File: config.mk
export PLATFORM = sky130hd
export DESIGN_NAME = fifo_ctl_sync
export DESIGN_NICKNAME = d
export VERILOG_FILES = /design/src/rtl/fifo_ctl_sync.sv
export SDC_FILE = /design/constraint.sdc
export NUM_CORES = 1
export LEC_CHECK = 0
export ABC_AREA = 1
export ABC_CLOCK_PERIOD_IN_PS = 4700
export BUFFER_PORTS_ARGS = -buffer_cell sky130_fd_sc_hd__buf_4
export CAP_MARGIN = 0
export CORE_UTILIZATION = 55
export CTS_BUF_LIST = sky130_fd_sc_hd__clkbuf_4 sky130_fd_sc_hd__clkbuf_8
export DETAILED_ROUTE_END_ITERATION = 7
export GPL_TIMING_DRIVEN = 0
export HOLD_SLACK_MARGIN = 0.02
export PLACE_DENSITY = 0.82
export SYNTH_ARGS = -nofsm -noshare
export SYNTH_HDL_FRONTEND = slang
export SYNTH_SLANG_ARGS = --single-unit
File: constraint.sdc
create_clock -name clk_i -period 4.7 [get_ports clk_i]
set_clock_uncertainty 0.05 [all_clocks]
set_input_delay 0.705 -clock clk_i [delete_from_list [all_inputs] [get_ports clk_i]]
set_output_delay 0.705 -clock clk_i [all_outputs]
set_load 0.01 [all_outputs]
File: src/rtl/fifo_ctl_sync.sv
// Single-clock FIFO controller for an external dual-port RAM: pointers, fill counts,
// status flags, overflow/underflow reporting and a high-watermark statistic.
module fifo_ctl_sync #(
  parameter int FIFODEPTH     = 16,
  parameter int AFULL_THRESH  = FIFODEPTH - 2,
  parameter int AEMPTY_THRESH = 2,
  parameter int OVF_MODE      = 0
) (
  input  logic                         clk_i,
  input  logic                         rst_i,
  input  logic                         wstb_i,
  input  logic                         rstb_i,
  input  logic                         flush_i,
  input  logic                         clr_stat_i,
  output logic [$clog2(FIFODEPTH)-1:0] waddr_o,
  output logic [$clog2(FIFODEPTH)-1:0] raddr_o,
  output logic                         wen_o,
  output logic [$clog2(FIFODEPTH):0]   numfilled_o,
  output logic [$clog2(FIFODEPTH):0]   numempty_o,
  output logic                         full_o,
  output logic                         empty_o,
  output logic                         afull_o,
  output logic                         aempty_o,
  output logic                         overflow_o,
  output logic                         underflow_o,
  output logic                         ovf_sticky_o,
  output logic                         udf_sticky_o,
  output logic [$clog2(FIFODEPTH):0]   hiwater_o
);

  localparam int   FIFOPTRWIDTH = $clog2(FIFODEPTH);
  localparam int   PW           = FIFOPTRWIDTH;
  localparam int   CW           = FIFOPTRWIDTH + 1;
  localparam logic OVW_EN       = (OVF_MODE != 0);

  logic [PW-1:0] waddr_q, waddr_d, raddr_q, raddr_d;
  logic [CW-1:0] cnt_q, cnt_d, nempty_q, nempty_d, hiw_q, hiw_d;
  logic          full_q, empty_q, afull_q, aempty_q;
  logic          ovf_q, udf_q, ovf_stk_q, udf_stk_q;
  logic          rd_acc, wr_acc, ovw, rd_adv, ovf_evt, udf_evt;

  // Depth need not be a power of two, so wrap explicitly rather than truncating.
  function automatic logic [PW-1:0] ptr_inc(input logic [PW-1:0] p);
    return (p == PW'(FIFODEPTH - 1)) ? '0 : p + PW'(1);
  endfunction

  always_comb begin
    rd_acc  = rstb_i & ~empty_q & ~flush_i & ~rst_i;
    ovw     = wstb_i & ~rstb_i & full_q & OVW_EN & ~flush_i & ~rst_i;
    wr_acc  = wstb_i & ~flush_i & ~rst_i & (~full_q | rstb_i | OVW_EN);
    rd_adv  = rd_acc | ovw;
    ovf_evt = wstb_i & ~rstb_i & full_q & ~flush_i;
    udf_evt = rstb_i & empty_q & ~flush_i;

    cnt_d   = flush_i ? '0 : cnt_q + CW'(wr_acc) - CW'(rd_adv);
    nempty_d = CW'(FIFODEPTH) - cnt_d;
    waddr_d = flush_i ? '0 : (wr_acc ? ptr_inc(waddr_q) : waddr_q);
    raddr_d = flush_i ? '0 : (rd_adv ? ptr_inc(raddr_q) : raddr_q);

    if (clr_stat_i)          hiw_d = cnt_d;
    else if (cnt_d > hiw_q)  hiw_d = cnt_d;
    else                     hiw_d = hiw_q;
  end

  assign wen_o = wr_acc;

  always_ff @(posedge clk_i) begin
    if (rst_i) begin
      waddr_q   <= '0;
      raddr_q   <= '0;
      cnt_q     <= '0;
      nempty_q  <= CW'(FIFODEPTH);
      full_q    <= 1'b0;
      empty_q   <= 1'b1;
      afull_q   <= 1'b0;
      aempty_q  <= 1'b1;
      ovf_q     <= 1'b0;
      udf_q     <= 1'b0;
      ovf_stk_q <= 1'b0;
      udf_stk_q <= 1'b0;
      hiw_q     <= '0;
    end else begin
      waddr_q   <= waddr_d;
      raddr_q   <= raddr_d;
      cnt_q     <= cnt_d;
      nempty_q  <= nempty_d;
      // Flags follow the next-state count so they move together with numfilled.
      full_q    <= (cnt_d == CW'(FIFODEPTH));
      empty_q   <= (cnt_d == '0);
      afull_q   <= (cnt_d >= CW'(AFULL_THRESH));
      aempty_q  <= (cnt_d <= CW'(AEMPTY_THRESH));
      ovf_q     <= ovf_evt;
      udf_q     <= udf_evt;
      ovf_stk_q <= (ovf_stk_q & ~clr_stat_i) | ovf_evt;
      udf_stk_q <= (udf_stk_q & ~clr_stat_i) | udf_evt;
      hiw_q     <= hiw_d;
    end
  end

  assign waddr_o      = waddr_q;
  assign raddr_o      = raddr_q;
  assign numfilled_o  = cnt_q;
  assign numempty_o   = nempty_q;
  assign full_o       = full_q;
  assign empty_o      = empty_q;
  assign afull_o      = afull_q;
  assign aempty_o     = aempty_q;
  assign overflow_o   = ovf_q;
  assign underflow_o  = udf_q;
  assign ovf_sticky_o = ovf_stk_q;
  assign udf_sticky_o = udf_stk_q;
  assign hiwater_o    = hiw_q;

endmodule

==> results by group, run 1 <==
Worst setup path
  • Kind of capture point of the worst setup path: flip-flop
  • Maximum fanout encountered on the critical timing path: 8
  • Launching instance or port of the critical path: flush_i
  • Worst endpoint required time: 4860 ps
  • Classification of the worst setup path: primary input to flip-flop
  • Start of the worst register-to-register path: empty_o$_SDFF_PP1_
  • WP data arrival: 3840 ps
  • Setup crit start kind: primary input

Detailed routing
  • Starting DRT DRC Count: 49
  • DRC: 0
  • Pre-antenna DRT Iters: 4
  • Detailed-route wire length per cell: 10.3 um
  • Via total after detailed routing: 1,360
  • Detailed Route WL: 2.87 mm
  • Detail-routed via count per cell: 4.87
  • Routed Antenna Nets: 0

Die
  • Core region area: 2730 um2
  • Width of the die: 55.4 um
  • Effective utilization at floorplan: 57.4%
  • Site row count: 19
  • Die Span Y: 55.4 um
  • Area of the die: 3070 um2
  • Io pins: 38

Synth
  • Post-Syn Instances: 206
  • Leading post-synthesis cells by instance count: 40 x nand2_1, 35 x nor2_1, 32 x inv_1, 30 x dfxtp_1, 16 x ha_1
  • Share of synthesized flip-flops with an asynchronous set or reset: 0%
  • Net count after synthesis: 229
  • Number of warnings printed during yosys synthesis: 0
  • Syn_area_per_cell: 7.62 um2
  • Yosys reg bits: 30
  • Most common cell in the synthesized netlist: nand2_1
  • Most used flip-flop cell after synthesis: dfxtp_1
  • Post-synth EDFFs: 0
  • Seq/Total Area, Yosys: 38.3%
  • Count of cell types in the netlist: 28
  • Total standard cell area after synthesis: 1570 um2
  • Dominant cells by area after synthesis: dfxtp_1 38%, ha_1 13%, nand2_1 9.6%
  • Top-area cell type share of the netlist area: 38.3%
  • Dominant cell type by area after synthesis: dfxtp_1

Place
  • Number of buffer cells added on primary ports: 36
  • Final weighted congestion in routability-driven placement: 0.842
  • Placement-stage cell area: 1880 um2
  • Half-perimeter wire length of the detailed placement result: 2.26 mm

Finish
  • Area used by sequential logic in the layout: 601 um2
  • Final-layout fill cell count: 239
  • Diodes inserted: 0
  • Share of post-route cells with drive strength above 1: 23.0%
  • Fraction of the core area covered by cells at the end of the flow: 70.6%
  • Net count, final: 272
  • Area used by multi-input combinational logic: 795 um2
  • Summed area of non-filler cells in the final layout: 1930 um2
  • Synthesis-to-finish area growth: 23.0%

Clock tree
  • Clock transition at the register clock pins on the worst setup and hold paths after CTS: 80 ps
  • Hold buffer count at cts: 0
  • Clock latency reported for the late side of the worst-skew pair: 320 ps
  • Number of sinks handled by clock tree synthesis: 30
  • Clock Tree Root: clkbuf_4
  • Worst-case clock buffer depth: 2
  • Resized Gates After CTS: 0
  • Setup repair bufs after CTS: 0
  • CTS HTree Levels: 2
  • Number of buffers created by CTS: 5
  • Clock tree from TritonCTS: done

STA
  • Max_slew headroom: 71.2%
  • Final Cycle Share: 78.3%
  • Hold Slack: 428 ps
  • Pins over their slew limit: 0
  • Unrepaired setup endpoints after global routing: false
  • Setup Total Neg Slack: 0 ps
  • Minimum clock period: 3680 ps
  • Final hold vios: 0
  • Maximum operating frequency: 272 MHz
  • Number of endpoints failing setup at the final stage: 0
  • Transition time at the pin with the least slew margin: 430 ps

Global route
  • Maximum number of pins on one net before global-route repair: 11
  • Wire length of the first global-routing pass: 5.17 mm
  • Number of antenna violations at the first check in global routing: 0
  • Total congestion overflow after global routing: 0
  • Global-route usage over all layers: 21.5%
  • Vias in the first global route: 1,224

Min path
  • Hold WC Path Type: flip-flop to flip-flop
  • Startpoint of the most critical hold path: ovf_sticky_o$_SDFF_PP0_

Power
  • Fraction of power consumed by the clock network: 24.0%
  • Sequential share of power: 46.7%
  • Total internal power: 0.419 mW
  • Power share of the combinational group: 29.3%
  • Power per Cell Area: 322 nW/um2
  • Leak: 1.02 nW
  • Fraction of power spent switching nets: 32.5%
  • Net load switching power: 0.202 mW
  • VDD IR max: 0.307 mV

Run
  • Maximum Capacitance Violations: 0

Status
  • Result of the run: finished clean
[placed cells by master (no fill, tap or decap), types with 2 or more instances in the layout]
| cell | instances |
|---|---|
| nand2_1 | 40 |
| buf_6 | 2 |
| xor2_1 | 3 |
| o21ai_0 | 6 |
| xnor2_1 | 2 |
| a21oi_1 | 6 |
| inv_1 | 32 |
| clkbuf_4 | 5 |
| dfxtp_1 | 30 |
| ha_1 | 16 |
| buf_4 | 37 |
| nor2_1 | 35 |
| nand3_1 | 12 |
| o21ai_1 | 2 |
| nor3_1 | 2 |
| inv_2 | 4 |
[metrics by stage]
stage,total power [mW],cells,setup WS [ps]
after floorplan,0.419,206,1140
after global placement,0.474,273,732
after detailed placement,0.479,273,695
after CTS,0.626,279,1020
after global routing,0.670,279,659
final,0.621,279,1020
[final timing paths]
kind                                to  slack (ps)  cells after the start
min reg2reg    ovf_sticky_o$_SDFF_PP0_         430                      2
max          hiwater_o[3]$_SDFFE_PP0P_        1020                     25
min            ovf_sticky_o$_SDFF_PP0_         430                      2
max reg2reg  hiwater_o[3]$_SDFFE_PP0P_        1300                     22
[power by group through the flow]
stage | Sequential, mW | Clock (mW) | Combinational [mW]
floorplan | 0.305 | 0 | 0.113
global placement | 0.297 | 0 | 0.178
detailed placement | 0.297 | 0 | 0.183
CTS | 0.291 | 0.152 | 0.184
global route | 0.293 | 0.166 | 0.211
finish | 0.290 | 0.149 | 0.182
[critical path, stage by stage]
cell and delay [ps]:
buf_4 130, inv_2 100, nand2_4 100, nor3_4 180
ha_1 260, inv_1 50, ha_1 150, inv_1 50
fa_1 350, inv_1 100, nand3_1 90, nand2_1 80
nand2_1 50, nand3_1 220, inv_1 100, ha_1 300
nand2_1 70, nor2_1 140, nand2_1 70, nand3_1 60
nand2_1 80, nand2_1 220, nand2_1 80, nand2_1 70
nor2_1 40
[cell families (layout without fill, tap and decap cells)]
family	Yosys count	in the layout	synth area share [%]
simple gates	99	99	28.9
buf+inv	40	82	11.1
flops	30	30	38.3
fa+ha+maj	17	17	14.0
compound gates	15	15	4.86
xor+xnor	5	5	2.79
[flip-flops by register name, indices dropped and copies added, names as in the netlist]
name / flops
hiwater_o: 5
raddr_o: 4
udf_sticky_o: 1
numempty_o: 4
full_o: 1
afull_o: 1
ovf_sticky_o: 1
empty_o: 1
aempty_o: 1
waddr_o: 4
underflow_o: 1
numfilled_o: 5
overflow_o: 1
[cell type report]
| cell class | instances | share of cell area [%] |
|---|---|---|
| tap | 31 | 2.01 |
| multi-input combinational | 136 | 41.2 |
| inverter | 37 | 7.46 |
| clock buffer | 6 | 2.66 |
| buffer | 3 | 1.56 |
| timing repair buffer | 36 | 14.0 |
| sequential | 30 | 31.1 |
[per-layer routing]
metal  vias to the layer above  track usage (%)  routed length, um
met3                         6             7.03                117
met1                       603             26.9               1380
met4                         0             7.50                 49
li1                        726                -                  -
met5                         -                0                  0
met2                        25             34.6               1320
(Power assumes the default switching activity.)
==> inputs of run 2 (changes only) <==
ABC_CLOCK_PERIOD_IN_PS = 3000   (was 4700)
CORE_UTILIZATION = 49   (was 55)
PLACE_DENSITY = 0.77   (was 0.82)
clock period = 3 ns   (was 4.7 ns; I/O delays follow)
==> results by group, run 2 (synthesis results as in run 1) <==
Detailed routing
  • Starting DRT DRC Count: 49
  • Detailed Route WL: 3.25 mm
  • Via total after detailed routing: 1,404
  • Routed Antenna Nets: 0
  • Pre-antenna DRT Iters: 4
  • Detailed-route wire length per cell: 10.5 um
  • DRC: 0
  • Detail-routed via count per cell: 4.54

Worst setup path
  • Worst endpoint required time: 3180 ps
  • Critical Path Sink: hiwater_o[3]$_SDFFE_PP0P_
  • Start of the worst register-to-register path: empty_o$_SDFF_PP1_
  • Number of cells on the worst reg-to-reg path: 22
  • WP data arrival: 3110 ps
  • Kind of capture point of the worst setup path: flip-flop
  • Slack of the worst reg-to-reg path: 110 ps
  • Launching instance or port of the critical path: flush_i
  • Setup crit start kind: primary input
  • Maximum fanout encountered on the critical timing path: 8
  • Classification of the worst setup path: primary input to flip-flop
  • Endpoint of the worst register-to-register path: hiwater_o[3]$_SDFFE_PP0P_

Power
  • Power per Cell Area: 507 nW/um2
  • VDD IR max: 0.483 mV
  • Fraction of power spent switching nets: 33.6%
  • Sequential share of power: 40.6%
  • Power share of the combinational group: 36.6%
  • Fraction of power consumed by the clock network: 22.8%
  • Leak: 1.11 nW
  • Post-route total power: 1.12 mW
  • Net load switching power: 0.376 mW
  • Total internal power: 0.744 mW

Run
  • Maximum Capacitance Violations: 0

Finish
  • Synthesis-to-finish area growth: 40.8%
  • Net count, final: 287
  • Diodes inserted: 0
  • Commonest non-fill, non-tap cells in the layout: 51 x buf_4, 33 x nor2_1, 31 x nand2_1
  • Most common cell after layout, fill and taps aside: buf_4
  • Cell Count, Final, Fillers Out: 309
  • Fraction of the core area covered by cells at the end of the flow: 72.4%
  • Share of post-route cells with drive strength above 1: 35.5%
  • Final-layout fill cell count: 237

Clock tree
  • CTS HTree Levels: 2
  • Number of buffers created by CTS: 5
  • Clock latency reported for the late side of the worst-skew pair: 320 ps
  • Clock transition at the register clock pins on the worst setup and hold paths after CTS: 90 ps
  • Worst-case clock buffer depth: 2
  • Clock tree from TritonCTS: done
  • Clock Tree Root: clkbuf_4
  • Hold buffer count at cts: 0
  • Number of sinks handled by clock tree synthesis: 30

Global route
  • Vias in the first global route: 1,221
  • Number of antenna violations at the first check in global routing: 0
  • Wire length of the first global-routing pass: 5.07 mm
  • Global-route usage over all layers: 19.6%
  • Total congestion overflow after global routing: 0
  • Maximum number of pins on one net before global-route repair: 11

Status
  • Result of the run: finished clean

STA
  • Final hold vios: 0
  • Number of endpoints failing setup at the final stage: 0
  • Final Cycle Share: 97.8%
  • Setup Total Neg Slack: 0 ps
  • Minimum clock period: 2930 ps
  • Maximum operating frequency: 341 MHz
  • Pins over their slew limit: 0
  • Max_slew headroom: 74.5%
  • Unrepaired setup endpoints after global routing: true
  • Transition time at the pin with the least slew margin: 381 ps

Min path
  • Hold WC Path Type: primary input to flip-flop
  • Startpoint of the most critical hold path: rst_i

Die
  • Io pins: 38
  • Site row count: 20
  • Width of the die: 58.6 um
  • Effective utilization at floorplan: 51.4%
  • Area of the die: 3430 um2
  • Die Span Y: 58.6 um
  • Core region area: 3050 um2

Place
  • Half-perimeter wire length of the detailed placement result: 2.27 mm
  • Number of buffer cells added on primary ports: 36
  • Cells after DPL: 286
  • Final weighted congestion in routability-driven placement: 0.824
run 2: cell count changes in the layout (fill, tap and decap cells not counted), moves of 2 or more:
cell      before  now
buf_12         0    2
buf_4         37   51
clkinv_8       0    2
ha_1          16   14
inv_1         32   29
nand2_1       40   31
nand2_2        1    8
nand3_1       12   10
nor2_1        35   33
nor2_4         0    2
run 2: through the flow:
step	worst slack [ps]	hold WS (ps)	cell area, um2
after floorplan	-147	439	1630
after global placement	-526	408	1960
after detailed placement	-567	415	1960
after CTS	3.69	252	2050
after global routing	-83.5	221	2210
final	67.4	245	2210
run 2: worst min-delay path by stage:
stage | endpoint | slack (ps) | cells past startpoint
floorplan | raddr_o[2]$_SDFFE_PP0P_ | 440 | 2
global placement | udf_sticky_o$_SDFF_PP0_ | 410 | 2
detailed placement | udf_sticky_o$_SDFF_PP0_ | 420 | 2
CTS | full_o$_SDFF_PP0_ | 250 | 2
global route | full_o$_SDFF_PP0_ | 220 | 2
finish | numempty_o[1]$_SDFF_PP0_ | 250 | 2
run 2: metal layers:
metal  up-vias  global-route usage, %  wire length, um
li1        751                      -                -
met1       621                   26.5             1510
met2        26                   29.2             1580
met3         6                   6.59              120
met4         0                   6.80               34
met5         -                      0                0
run 2: what timing repair did:
action / in CTS / in global routing
buffers inserted: 1 / 14
hold endpoints to repair: 0 / 0
pin swaps: 2 / 13
setup endpoints to repair: 5 / 5
resized for setup: 5 / 18
run 2: power groups by stage:
| stage | Sequential (mW) | Clock [mW] | Combinational, mW |
|---|---|---|---|
| CTS | 0.456 | 0.264 | 0.333 |
| global placement | 0.464 | 0 | 0.309 |
| finish | 0.455 | 0.256 | 0.410 |
| floorplan | 0.479 | 0 | 0.204 |
| detailed placement | 0.465 | 0 | 0.316 |
| global route | 0.460 | 0.286 | 0.459 |
run 2: area by class of cell:
cell class,count,area (um2),area share (%)
buffer,3,38.8,1.76
clock buffer,7,58.8,2.66
clock inverter,1,5.00,0.227
inverter,37,166,7.53
multi-input combinational,136,886,40.1
sequential,30,604,27.3
tap,44,55.1,2.49
timing repair buffer,51,395,17.9
run 2: worst max-delay path, stage by stage:
cell      delay (ps)
buf_12           120
clkinv_8          50
nand2_8           50
nor3_4           190
ha_1             250
inv_1             60
ha_2             180
inv_2             40
fa_2             320
inv_2             80
nand3_2           70
nand2_2           70
nand2_2           60
nand3_4          120
inv_4             50
ha_4             280
nand2_4           50
nor2_4           100
nand2_1           50
nand3_1           70
nand2_2           90
nand2_4          140
nand2_2           60
nand2_1           70
nor2_1            40
